`config.mk`:
```
export PLATFORM = sky130hd
export DESIGN_NAME = m16_seq_approx_mul
export DESIGN_NICKNAME = d
export VERILOG_FILES = /design/src/rtl/m16_seq_approx_mul.sv
export SDC_FILE = /design/constraint.sdc
export NUM_CORES = 1
export LEC_CHECK = 0
export ABC_CLOCK_PERIOD_IN_PS = 6850
export CORE_MARGIN = 5
export CORE_UTILIZATION = 35
export CTS_CLUSTER_SIZE = 20
export DETAILED_ROUTE_END_ITERATION = 10
export PLACE_DENSITY = 0.56
export SYNTH_ARGS = -nofsm -noshare
export SYNTH_HDL_FRONTEND = slang
export SYNTH_SLANG_ARGS = --single-unit
```
`constraint.sdc`:
```
create_clock -name clk -period 6.85 [get_ports clk]
set_clock_uncertainty 0.15 [all_clocks]
set_input_delay 0.685 -clock clk [delete_from_list [all_inputs] [get_ports clk]]
set_output_delay 0.685 -clock clk [all_outputs]
set_load 0.03 [all_outputs]
```
`src/rtl/m16_seq_approx_mul.sv`:
```
// m16_seq_approx_mul
//   Multi-cycle 16x16 approximate multiplier. One M8_5 8x8 approximate core is
//   time-shared over the four partial products LL, LH, HL, HH, which are
//   shift-accumulated into a 32-bit product (modulo 2^32).
// Ports
//   clk, rst              rising-edge clock, synchronous active-high reset
//   in_valid/in_ready     operand handshake (a, b sampled on accept only)
//   a, b                  16-bit multiplicand / multiplier
//   out_valid/out_ready   result handshake, y held while stalled
//   y                     32-bit approximate product
//   busy                  high whenever the controller is not idle
// Parameters
//   EXACT_HH   1: the HH step uses an exact 8x8 product instead of the core
//   ZERO_SKIP  1: steps whose operand half is zero are bypassed

// M8_5 approximate 8x8 core. Partial-product columns 0..4 are compressed
// with OR (no carries); columns 5..14 are summed exactly. Purely
// combinational; the result is 0 whenever either operand is 0.
module m8_5_core (
    input  logic [7:0]  x,
    input  logic [7:0]  y,
    output logic [15:0] p
);
    logic [7:0][7:0]  pp_row;  // pp_row[i][j] = x[j] & y[i], column i+j
    logic [7:0][15:0] hi_row;  // row i with its low-column bits masked, shifted
    logic [4:0]       lo_col;

    for (genvar i = 0; i < 8; i++) begin : g_row
        localparam logic [7:0] HI_MASK = (i >= 5) ? 8'hFF : (8'hFF << (5 - i));
        assign pp_row[i] = x & {8{y[i]}};
        assign hi_row[i] = {8'b0, pp_row[i] & HI_MASK} << i;
    end

    assign lo_col[0] = pp_row[0][0];
    assign lo_col[1] = pp_row[0][1] | pp_row[1][0];
    assign lo_col[2] = pp_row[0][2] | pp_row[1][1] | pp_row[2][0];
    assign lo_col[3] = pp_row[0][3] | pp_row[1][2] | pp_row[2][1] | pp_row[3][0];
    assign lo_col[4] = pp_row[0][4] | pp_row[1][3] | pp_row[2][2] | pp_row[3][1]
                     | pp_row[4][0];

    // The masked high sum has no bits below column 5, so OR merges cleanly.
    assign p = (hi_row[0] + hi_row[1] + hi_row[2] + hi_row[3]
              + hi_row[4] + hi_row[5] + hi_row[6] + hi_row[7])
             | {11'b0, lo_col};
endmodule

module m16_seq_approx_mul #(
    parameter int EXACT_HH  = 0,
    parameter int ZERO_SKIP = 1
) (
    input  logic        clk,
    input  logic        rst,
    input  logic        in_valid,
    output logic        in_ready,
    input  logic [15:0] a,
    input  logic [15:0] b,
    output logic        out_valid,
    input  logic        out_ready,
    output logic [31:0] y,
    output logic        busy
);
    localparam logic [2:0] S_IDLE = 3'd0;
    localparam logic [2:0] S_LL   = 3'd1;
    localparam logic [2:0] S_LH   = 3'd2;
    localparam logic [2:0] S_HL   = 3'd3;
    localparam logic [2:0] S_HH   = 3'd4;
    localparam logic [2:0] S_DONE = 3'd5;

    logic [2:0]  state_q, state_d;
    logic [15:0] a_r_q, a_r_d;
    logic [15:0] b_r_q, b_r_d;
    logic [31:0] acc_q, acc_d;
    logic [31:0] y_q, y_d;
    logic        out_valid_q, out_valid_d;

    logic [15:0] op_a, op_b;
    logic [3:0]  need;          // {HH, HL, LH, LL} step has a nonzero product
    logic [7:0]  core_x, core_y;
    logic [15:0] core_p, pp;
    logic [4:0]  sh;
    logic [31:0] pp_sh;

    // First required step among those left in mask m, else DONE.
    function automatic logic [2:0] first_step(input logic [3:0] m);
        if (m[0])      return S_LL;
        else if (m[1]) return S_LH;
        else if (m[2]) return S_HL;
        else if (m[3]) return S_HH;
        else           return S_DONE;
    endfunction

    m8_5_core u_core (
        .x (core_x),
        .y (core_y),
        .p (core_p)
    );

    always_comb begin
        // In IDLE the skip decision is made on the operands being accepted.
        op_a = (state_q == S_IDLE) ? a : a_r_q;
        op_b = (state_q == S_IDLE) ? b : b_r_q;
        if (ZERO_SKIP != 0) begin
            need = {(|op_a[15:8]) & (|op_b[15:8]),
                    (|op_a[15:8]) & (|op_b[7:0]),
                    (|op_a[7:0])  & (|op_b[15:8]),
                    (|op_a[7:0])  & (|op_b[7:0])};
        end else begin
            need = 4'hF;
        end

        core_x = 8'h00;
        core_y = 8'h00;
        sh     = 5'd0;
        case (state_q)
            S_LL: begin core_x = a_r_q[7:0];  core_y = b_r_q[7:0];  sh = 5'd0;  end
            S_LH: begin core_x = a_r_q[7:0];  core_y = b_r_q[15:8]; sh = 5'd8;  end
            S_HL: begin core_x = a_r_q[15:8]; core_y = b_r_q[7:0];  sh = 5'd8;  end
            S_HH: begin core_x = a_r_q[15:8]; core_y = b_r_q[15:8]; sh = 5'd16; end
            default: ;
        endcase

        if ((EXACT_HH != 0) && (state_q == S_HH)) begin
            pp = {8'b0, a_r_q[15:8]} * {8'b0, b_r_q[15:8]};
        end else begin
            pp = core_p;
        end
        pp_sh = {16'b0, pp} << sh;

        state_d     = state_q;
        a_r_d       = a_r_q;
        b_r_d       = b_r_q;
        acc_d       = acc_q;
        y_d         = y_q;
        out_valid_d = out_valid_q;

        case (state_q)
            S_IDLE: begin
                if (in_valid) begin
                    a_r_d   = a;
                    b_r_d   = b;
                    acc_d   = 32'h0;
                    state_d = first_step(need);
                end
            end
            S_LL: begin
                acc_d   = acc_q + pp_sh;
                state_d = first_step(need & 4'b1110);
            end
            S_LH: begin
                acc_d   = acc_q + pp_sh;
                state_d = first_step(need & 4'b1100);
            end
            S_HL: begin
                acc_d   = acc_q + pp_sh;
                state_d = first_step(need & 4'b1000);
            end
            S_HH: begin
                acc_d   = acc_q + pp_sh;
                state_d = S_DONE;
            end
            S_DONE: begin
                // First DONE cycle registers the result; afterwards wait for the consumer.
                if (!out_valid_q) begin
                    y_d         = acc_q;
                    out_valid_d = 1'b1;
                end else if (out_ready) begin
                    out_valid_d = 1'b0;
                    state_d     = S_IDLE;
                end
            end
            default: state_d = S_IDLE;
        endcase
    end

    always_ff @(posedge clk) begin
        if (rst) begin
            state_q     <= S_IDLE;
            a_r_q       <= 16'h0;
            b_r_q       <= 16'h0;
            acc_q       <= 32'h0;
            y_q         <= 32'h0;
            out_valid_q <= 1'b0;
        end else begin
            state_q     <= state_d;
            a_r_q       <= a_r_d;
            b_r_q       <= b_r_d;
            acc_q       <= acc_d;
            y_q         <= y_d;
            out_valid_q <= out_valid_d;
        end
    end

    assign in_ready  = (state_q == S_IDLE);
    assign busy      = (state_q != S_IDLE);
    assign out_valid = out_valid_q;
    assign y         = y_q;
endmodule

```
[After elaboration in Yosys (flattened, before gate mapping)]
Cells that the tools add are included.
Storage, ports and cells
  output and inout port bits: 35
  register bits: 100
  bits of input ports: 36
  logic and storage cells: 81
Cells by class
  bitwise logic cells: 24
  shift operators: 1
  reductions and logical operators: 17
  $add $sub $neg: 8
  equality and inequality tests: 8
  multiplexer cells: 17
Operators by type and width (count)
  $and A8 B8 Y8: 8
  $pmux W32 S2: 1
  $add A32 B32 Y32: 1
  $mux W16: 2
  $mux W32: 1
  $pmux W8 S2: 2
  $reduce_or A8 Y1: 4
  $shl A16 B5 Y32: 1
  $mux W3: 6
  $pmux W3 S6: 1
  $add A15 B15 Y16: 1
  $or A16 B5 Y16: 1
  $add A14 B14 Y15: 1
  $add A13 B13 Y14: 1
  $add A12 B12 Y13: 1
  $add A11 B11 Y12: 1
  $add A10 B10 Y11: 1
  $add A8 B9 Y10: 1
  $or A1 B1 Y1: 10
  $pmux W5 S2: 1
  $reduce_or A2 Y1: 5
  $eq A3 B2 Y1 const B: 2
  $eq A3 B3 Y1 const B: 2
  $ne A2 B2 Y1 const B: 3
  other kinds (10): 17

[Logic depth before layout (Yosys ltp)]
Gate-level depths: netlist (run 1).
  depth after elaboration: 15
  mapped depth: 35
  gate-level depth less buffers: 33

[By module]
A second synthesis (run 1) with hierarchy kept.
Second synthesis, totals
  cells, all modules: 963
  area total of the unflattened synthesis: 7430.9 sq um
By module, submodules not included
  m16_seq_approx_mul: instances 1, sequential area each 2001.9 sq um, cells each 778, area an instance 5813.1 sq um
  m8_5_core: instances 1, sequential area each 0.0 sq um, cells each 185, area an instance 1617.8 sq um

[Worst setup path after synthesis (run 1)]
Ideal clock, no wire load.
  path type: register to register
  start point: reg state_q[1]
  end point: reg acc_q[25]
  cell stages (with the launch flop): 31
  data required time: 6.638 ns
  clock period less this slack: 7.044 ns
  setup time: 0.062 ns
  arrival time: 6.832 ns
  slack: -0.194 ns
  buffers on the path: 3
  path through: dfxtp_1 buf_6 nor2_2 and2_1 clkbuf_2 clkbuf_1 a21oi_1 nor2_1 fa_1 fa_1 fa_1 inv_1 fa_1 inv_1 fa_1 a21o_1 a21oi_1 o21bai_1 a21oi_1 xor2_1 nor2_1 nor2_1 nor2_1 ha_1 nand2_1 o21ai_0 and2b_4 o21bai_2 a211oi_2 or4_1 nand3_1
Between the ends
  longest elaborated chain between the ends: 15
  elaborated cells on any way between the ends: 46
  those cells by class: add/sub (8); eq/ne (5); shift (1); mux (4); bitwise (19); reduce/logical (9)
RTL lines
  start: declaration: RTL line 69  | logic [2:0] state_q, state_d;
  start signal: assignment: RTL line 184  | state_q <= state_d;
  $eq A3 B2 Y1 (tied with other cells): RTL line 114, 136
  $reduce_or A2 Y1 (no line)
  $pmux W8 S2: RTL line 114  | case (state_q)
  $and A8 B8 Y8: RTL line 30  | assign pp_row[i] = x & {8{y[i]}};
  $add A8 B9 Y10: RTL line 42  | assign p = (hi_row[0] + hi_row[1] + hi_row[2] + hi_row[3]
  $add A10 B10 Y11: RTL line 42
  $add A11 B11 Y12: RTL line 42
  $add A12 B12 Y13: RTL line 43  | + hi_row[4] + hi_row[5] + hi_row[6] + hi_row[7])
  $add A13 B13 Y14: RTL line 43
  $add A14 B14 Y15: RTL line 43
  $add A15 B15 Y16: RTL line 43
  $or A16 B5 Y16: RTL line 44  | | {11'b0, lo_col};
  $shl A16 B5 Y32: RTL line 127  | pp_sh = {16'b0, pp} << sh;
  $add A32 B32 Y32
  $pmux W32 S2: RTL line 136  | case (state_q)
  end signal: assignment: RTL line 180  | acc_q <= 32'h0;
  end signal: assignment: RTL line 187  | acc_q <= acc_d;
  end: declaration: RTL line 72  | logic [31:0] acc_q, acc_d;
Several ways; a longest one is shown, not always the timed one.
A chain may end at the register's enable or synchronous reset.

[Worst setup path in the final report (run 1)]
  start point: reg state_q[1]
  end point: reg acc_q[30]
Same word-level chain as after synthesis.

==> results of run 1 <==
## path summary, 6_finish.rpt
kind,from,endpoint
setup / recovery,state_q[1]$_SDFFE_PP0P_,acc_q[30]$_SDFFE_PP0P_
hold / removal,y[16]$_SDFFE_PP0P_,y[16]$_SDFFE_PP0P_
setup reg to reg,state_q[1]$_SDFFE_PP0P_,acc_q[30]$_SDFFE_PP0P_
hold reg to reg,y[16]$_SDFFE_PP0P_,y[16]$_SDFFE_PP0P_
## critical path, delay by kind of cell (launching register included)
family                     cells  cell delay [ns]
DFF                            1             0.40
xor gates and xnor gates       2             0.45
adders and majority gates      7             2.82
buffers and inverters          5             0.69
and+or+nand+nor                7             0.66
AOI/OAI and AO/OA             11             1.63
## power by group
part	total [uW]	switching, uW	internal, uW
clock	501	234	267
sequential	692	58.1	634
combinational	936	574	361
total	2130	866	1260
## metrics by stage
| step | hold slack (ns) | total power (uW) | util (%) | setup slack, ns | setup TNS (ns) |
|---|---|---|---|---|---|
| after global placement | 0.292 | 1510 | 43.2 | -0.276 | -2.15 |
| after floorplan | 0.293 | 1230 | - | 0.00300 | 0 |
| final | 0.303 | 2130 | 47.7 | -0.0729 | -0.257 |
| after global routing | 0.322 | 2260 | 47.7 | -0.406 | -4.45 |
| after CTS | 0.306 | 2060 | 45.6 | -0.0110 | -0.0110 |
| after detailed placement | 0.296 | 1510 | 43.2 | -0.440 | -4.70 |
## registers in the layout (all words and copies together) (netlist names)
register and cells:
acc_q 32, y 32, a_r_q 16, b_r_q 16, state_q 3, out_valid 1
## logic make-up after synthesis
group           count (synthesis)
flops                         100
mux                             3
compound gates                248
simple gates                  388
fa+ha+maj                      84
buf+inv                        82
xor+xnor                       34
## area by class of cell
cell class	instances	area (um2)
clock buffers	11	253
clock inverters	4	35.0
fillers	2029	10600
inverters	31	116
multi-input cells	757	5320
flip-flops and latches	100	2010
well taps	270	338
repair buffers	186	1600
## layout by cell type, fill, tap and decap left out, drive strengths merged, types with 10 or more instances in the layout
master / synthesis / routed
o22ai: 13 / 13
fa: 32 / 32
buf: 13 / 117
o21ai: 39 / 39
xor2: 17 / 17
nand2: 171 / 171
nor2: 120 / 120
dfxtp: 100 / 100
inv: 31 / 31
a21oi: 110 / 110
a21o: 18 / 18
nor4: 19 / 19
or2: 10 / 10
nand3: 14 / 14
a22oi: 32 / 32
clkdlybuf4s50: 0 / 69
xnor2: 17 / 17
ha: 52 / 52
clkbuf: 38 / 11
## layer usage
layer  track usage [%]  share of wire (%)  vias up
met5                 0                  0        -
met4              5.26                2.4        0
met1              23.1                 45     3401
met3              2.64                4.3       26
met2              30.2                 48      156
li1                  -                  -     3557
## synth_stat cells (all sizes together), types with 2 or more instances
cell,instances
a211oi,5
a21o,18
a21oi,110
a221oi,2
a22o,2
a22oi,32
a31oi,4
and2,6
and3,9
buf,13
clkbuf,38
dfxtp,100
fa,32
ha,52
inv,31
mux2i,3
nand2,171
nand2b,6
nand3,14
nand4,9
nor2,120
nor2b,8
nor3,8
nor3b,4
nor4,19
o211a,2
o211ai,3
o21a,3
o21ai,39
o21bai,5
o22a,2
o22ai,13
o31ai,2
or2,10
xnor2,17
xor2,17
## timing repair
item / 4_1_cts / 5_1_grt
setup endpoints to repair: 16 / 17
gates resized for setup: 38 / 69
setup buffers: 9 / 17
pin swaps: 30 / 61
gates cloned: 0 / 0
==> results.md, run 1 <==
Layout:
- The post-route netlist has 22.4% of its cells at a drive strength greater than 1.
- The antenna diode count is 0.
- The net count reported at finish is ~1200.
- The final non-filler cell area is roughly 9700 um2.
- Once layout is complete, the cells apart from fillers number 1359.
- The layout overhead on the synthesized area is 33.3%.

Synthesis:
- The largest area contributor in the netlist is dfxtp_1.
- Summing the areas of all compound-gate instances in the mapped netlist gives a little over a fifth of the synthesized area.
- A synthesized cell averages ~7.7 um2.
- The simple logic cell fraction of the synthesized area is 23.4%.
- Counting flops and latches in the post-synthesis netlist gives 100.
- For this run, asynchronously set or reset flops after synthesis account for 0%.
- Summing every instance area after synthesis gives roughly 7300 um2.
- The dominant combinational cell family by area after synthesis is simple AND/OR/NAND/NOR gates.
- The count of flip-flops with a built-in enable after synthesis is 0.
- The synthesized netlist devotes approximately 4.4% of its cell area to XOR and XNOR gates.
- When the netlist entered floorplanning its net count stood at roughly 1100.
- Summing the areas of all fa, ha and maj instances in the mapped netlist gives between 15 and 20% of the synthesized area.
- The share of the Yosys chip area taken by registers is approximately 28%.
- The synthesized design devotes to its leading area cell type 27.6% of total area.
- The total number of yosys warnings is 0.
- The count of distinct cell types in the synthesized netlist is 65.
- The number of cells produced by synthesis is around 940.
- In the synthesized netlist the dominant register cell turns out to be dfxtp_1.
- In the synthesized netlist, mux cells make up less than 1% of the area.
- By area the synthesized netlist is led by dfxtp_1, ha_1, nand2_1.

Drt:
- The total DRC errors in the routed layout is 0.
- The first routing iteration left around 470 violations.
- The detail route stage leaves a number of antenna-violating nets equal to 0.
- For this run, the detailed router's first-pass iteration total came to 5.
- The average detailed-routed wire length per instance is around 16 um.
- The number of vias per cell is 5.25.
- The routed layout has approximately 7000 vias.
- The routed design has roughly 21000 um of wire.

Clock network:
- After clock tree synthesis, the clock-pin slew on the worst setup and hold paths is ~0.070 ns.
- The number of buffers inserted during clock tree synthesis is 9.
- The number of sinks on the clock net is 100.
- After clock tree synthesis, the flow added hold-fix buffers numbering 0.
- The TritonCTS clock tree is yes.
- The clock latency of the later-clocked register in the worst-skew pair is about 0.36 ns.
- The H-tree depth reported by CTS is 3.
- In this run the deepest clock path goes through 2 buffers.
- The root buffer cell chosen for the clock tree is clkbuf_16.

Floorplanning:
- The die covers roughly 24000 um2.
- The area of the core is about 20000 um2.
- In this run the vertical extent of the chip is roughly 150 um.
- In this run the count of I/O pins placed on the die edge is 71.
- After floorplanning, the core was divided into between 50 and 60 placement rows.
- Once the floorplan was initialized, standard cells occupied about 36% of the core.
- The width of the die is between 150 and 200 um.

GRT:
- The overflow left after global routing is 0.
- The via count of the first global-routing pass is approximately 6800.
- The global routing usage summed across all routing layers is 17.7%.
- The number of antenna violations at the first check in global routing is 0.
- Entering global routing, the biggest net connects 55 pins.
- The wire length of the first global-routing pass is roughly 35000 um.

Critical path:
- The worst endpoint data arrival time is 6.99 ns.
- For this design, the slowest cell found on the critical path is fa_2.
- STA classifies the critical path startpoint as a flop.
- In this run the register-to-register setup slack is -0.07 ns.
- For this run, the slowest stage of the critical path takes 0.59 ns.
- In this run the worst path has a maximum fanout of 5.
- The worst setup path is captured at a flop.
- The depth of the most critical reg-to-reg path is 32.
- Counting stages on the worst path, the most repeated cell is nor2_1.
- The required time at the worst-slack endpoint is just under 7 ns.
- The category of the most critical setup path is reg -> reg.

STA:
- The slew at the pin with the worst max-slew slack is approximately 1.1 ns.
- The post-layout minimum cycle time is ~7 ns.
- Setup repair after global routing could not meet its margin everywhere.
- The number of hold violations in the final report came to 0.
- The final max-slew violation count was 0.
- Once routing completed, OpenROAD measured the worst setup slack at -0.0729 ns.
- The upper clock frequency limit is between 100 and 150 MHz.
- The headroom to the max-slew limit is a little under 30%.
- The total setup violations reported at the end of the flow is 6.
- The final critical path takes up 101% of the cycle.

Worst hold path:
- The classification of the worst-slack hold path is reg -> reg.
- The worst hold path passes through 2 cells.

Run status:
- The final reports fail on negative setup slack.
- The run finished, with violations left.

Power and ir drop:
- The leakage power figure is just over 0.004 uW.
- The power density over the cells is 220 nW/um2.
- The largest voltage drop on the vdd net is about 0.17 mV.

Placement:
- After detailed placement, the total cell area comes to ~8800 um2.
- In this run, placement finished with an instance count of approximately 1300.
- The congestion estimate from routability-driven global placement came to 0.848.
- Detailed placement ended at an HPWL of approximately 16000 um.
- Buffers placed on the I/O ports in this run total 70.

Flow run:
- The tool flagged a number of max-cap violations equal to 0.
No activity file was read; power rests on OpenSTA's default activity.
==> inputs of run 2 (changes only) <==
--- a/config.mk
+++ b/config.mk
@@ -11,6 +11,7 @@
 export CTS_CLUSTER_SIZE = 20
 export DETAILED_ROUTE_END_ITERATION = 10
 export PLACE_DENSITY = 0.56
+export RECOVER_POWER = 50
 export SYNTH_ARGS = -nofsm -noshare
 export SYNTH_HDL_FRONTEND = slang
 export SYNTH_SLANG_ARGS = --single-unit
==> results of run 2 <==
The final DEF is identical to that of run 1; final timing and power are the same.
==> inputs of run 3 (changes only) <==
--- a/config.mk
+++ b/config.mk
@@ -7,10 +7,11 @@
 export LEC_CHECK = 0
 export ABC_CLOCK_PERIOD_IN_PS = 6850
 export CORE_MARGIN = 5
-export CORE_UTILIZATION = 35
+export CORE_UTILIZATION = 40
 export CTS_CLUSTER_SIZE = 20
 export DETAILED_ROUTE_END_ITERATION = 10
-export PLACE_DENSITY = 0.56
+export GPL_ROUTABILITY_DRIVEN = 0
+export PLACE_DENSITY = 0.63
 export RECOVER_POWER = 50
 export SYNTH_ARGS = -nofsm -noshare
 export SYNTH_HDL_FRONTEND = slang
==> run 3 against run 2 <==
Compared with the run above: the flow finishes with violations (max-capacitance violations, max-slew violations); non-clock buffer count down 5; routed wire length down 6.8%; hold slack worse by 0.0043 ns; die area down 12%; global-route usage up 1.2 points; first-iteration DRC count down 12%; clock-buffer cell count down 1; sequential power about the same; setup slack better by 0.26 ns; critical endpoint unchanged; combinational power down 2.2%.
==> results.md, run 3 (synthesized netlist as in run 1, its figures left out) <==
Run status:
- The flow ran to the end, but the final reports show violations.
- The final reports fail on max-capacitance violations, max-slew violations.

Clock network:
- The TritonCTS clock tree is yes.
- Clock latency on the worst-skew pair, taken at its later pin, is about 0.36 ns.
- The H-tree depth reported by CTS is 3.
- The tree is rooted in a clkbuf_16.
- The clock net in this run drives a total of 100 sinks.
- TritonCTS created 9 clock buffers.
- Counting along the longest clock path gives a buffer depth of 2.
- Clock-pin slew was measured on the worst setup and hold paths at 0.07 ns.
- Hold repair after CTS inserted 0 buffers.

Critical path:
- The maximum fanout count along the critical path is 7.
- The launching element type of the critical path is a flop.
- The critical path starts at state_q[1]$_SDFFE_PP0P_.
- For the worst setup path, the data arrival time is ~6.7 ns.
- The required time at the worst-slack endpoint is around 6.9 ns.
- STA classifies the critical path endpoint as a flop.
- In this design, the stage delay of the slowest critical-path cell is approximately 0.50 ns.
- The startpoint identified for the worst register-to-register timing path is state_q[1]$_SDFFE_PP0P_.
- Among cell families on the critical path, the largest total delay comes from adder cells.
- The buffer and inverter count on the worst path is 6.
- The category of the most critical setup path is reg -> reg.
- The largest individual stage delay along the critical path comes from the cell fa_2.
- The most common cell type on the critical path is buf_4.

Floorplanning:
- In this run the standard cell core region covers between 15000 and 20000 um2.
- Measured along the y axis, the die boundary spans between 100 and 150 um.
- Row generation in the floorplan step produced 49 rows.
- The die covers ~21000 um2.
- In this run the horizontal extent of the chip is about 140 um.
- The I/O pin total is slightly above 70.
- The initial core utilization is around two fifths.

Power and ir drop:
- Per report_power, the sequential group accounts for 32.5% of the total.
- For this design the static power due to leakage is a little over 0.004 uW.
- The clock power share is between 20 and 25%.
- The internal cell power is 1280 uW.
- For this design the total switching power over the nets is ~860 uW.
- The switching portion of total power is between 40% and 50%.
- The largest voltage drop on the vdd net is 0.218 mV.
- The combinational power share is 42.9%.
- In this run the power density over the cells is 225 nW/um2.

GRT:
- For this run the aggregate overflow at the end of global routing stands at 0.
- Global routing consumed, over all layers together, 18.9% of the routing resources.
- The number of antenna violations at the first check in global routing is 0.
- The via count of the first global-routing pass is 6680.
- The maximum number of pins on one net before global-route repair is 66.
- The wire length of the first global-routing pass is 32000 um.

Placement:
- The count of input and output buffers is 70.
- Summed over all nets, the half-perimeter wirelength after detailed placement is roughly 15000 um.

Drt:
- The remaining antenna violation count after routing is 0.
- The wire length after detailed routing is approximately 20000 um.
- The number of search-and-repair iterations in the first detailed-routing pass is 5.
- The total DRC errors in the routed layout is 0.
- The iteration-0 DRC count of the detailed router is ~410.
- The number of vias per cell is approximately 5.4.
- For this block, the via count after detailed routing is 7046.
- After detailed routing, the average wire length per cell comes to around 15 um.

Layout:
- The top cell types in the final layout, fill and taps aside, are nand2_1, nor2_1, buf_4, dfxtp_1, a21oi_1.
- The fraction of layout cells with a size suffix above 1 is around a fifth.
- Registers take between 2000 and 2500 um2.
- After filler insertion, the fill cell instance count of the layout stands at ~1800.
- Leaving out fill and tap cells, the most frequent cell in the layout is nand2_1.
- Compared with the post-synthesis result, the final layout area differs by 31.0%.
- Measured on the finished design, the core utilization comes to 53.1%.
- In the final design database the tool counted between 1000 and 1500 nets.
- The antenna diode count is 0.
- Summing all multi-input logic gate instances after layout gives around 5300 um2.

STA:
- Setup violations remaining at the end of the flow were counted as 0.
- Timing would allow up to about 150 MHz.
- Subtracting the final worst setup slack from the clock period gives roughly 6.7 ns.
- The setup total negative slack is 0 ns.
- Setup repair after global routing could not meet its margin everywhere.
- The ratio of final minimum period to clock period is 97.3%.
- The final max-slew violation count was 99.
- The number of hold violations in the final report is 0.
- The slew at the pin with the worst max-slew slack is approximately 2.8 ns.
- The headroom to the max-slew limit is -84.0%.

Flow run:
- The number of max-capacitance violations reported is 2.

Worst hold path:
- The classification of the worst-slack hold path is reg -> reg.
- The startpoint identified for the worst hold timing path is y[18]$_SDFFE_PP0P_.
[run 3: timing repair]
item / CTS / global route
setup endpoints to repair: 16 / 16
resized for setup: 23 / 58
setup buffers: 10 / 14
endpoints found under the hold margin: 0 / 0
pin swaps: 16 / 39
[run 3: worst paths after layout]
kind,to,slack (ns),depth (start not counted)
setup reg to reg,acc_q[30]$_SDFFE_PP0P_,0.19,29
hold / removal,y[18]$_SDFFE_PP0P_,0.30,2
hold reg to reg,y[18]$_SDFFE_PP0P_,0.30,2
setup / recovery,acc_q[30]$_SDFFE_PP0P_,0.19,29
[run 3: metal layers]
metal  part of all wire, %  track usage [%]
met1                    44             23.9
met2                    49             32.6
met3                   4.0             3.29
met4                   2.9             6.33
met5                     0                0
[run 3: metrics by stage]
| step | instances | worst slack (ns) | power (uW) | instance area (um2) | hold slack [ns] |
|---|---|---|---|---|---|
| floorplan | 939 | 0.00300 | 1230 | 7290 | 0.293 |
| global placement | 1276 | -0.150 | 1510 | 8710 | 0.291 |
| detailed placement | 1276 | -0.297 | 1520 | 8710 | 0.296 |
| CTS | 1302 | 0.00138 | 2090 | 9170 | 0.305 |
| global route | 1314 | -0.128 | 2270 | 9510 | 0.324 |
| finish | 1314 | 0.188 | 2130 | 9510 | 0.299 |
[run 3: layout make-up]
class | instances | area share, %
Clock buffer | 10 | 2.41
Clock inverter | 6 | 0.763
Inverter | 31 | 1.22
Multi-Input combinational cell | 757 | 55.2
Sequential cell | 100 | 21.2
Tap cell | 229 | 3.01
Timing Repair Buffer | 181 | 16.2
[run 3: power groups by stage]
stage | clock (uW) | combinational [uW] | sequential (uW)
2_1_floorplan | 0 | 557 | 674
3_3_place_gp | 0 | 815 | 696
3_5_place_dp | 0 | 818 | 697
4_1_cts | 539 | 859 | 690
5_1_grt | 569 | 996 | 700
6_report | 526 | 915 | 694
[run 3: tightest hold or removal path, delay by kind of cell, from the launching register on]
kind / cells / cell delay, ns
flip-flops: 1 / 0.31
AND/OR/NAND/NOR: 1 / 0.05
AO/OA/AOI/OAI: 1 / 0.05
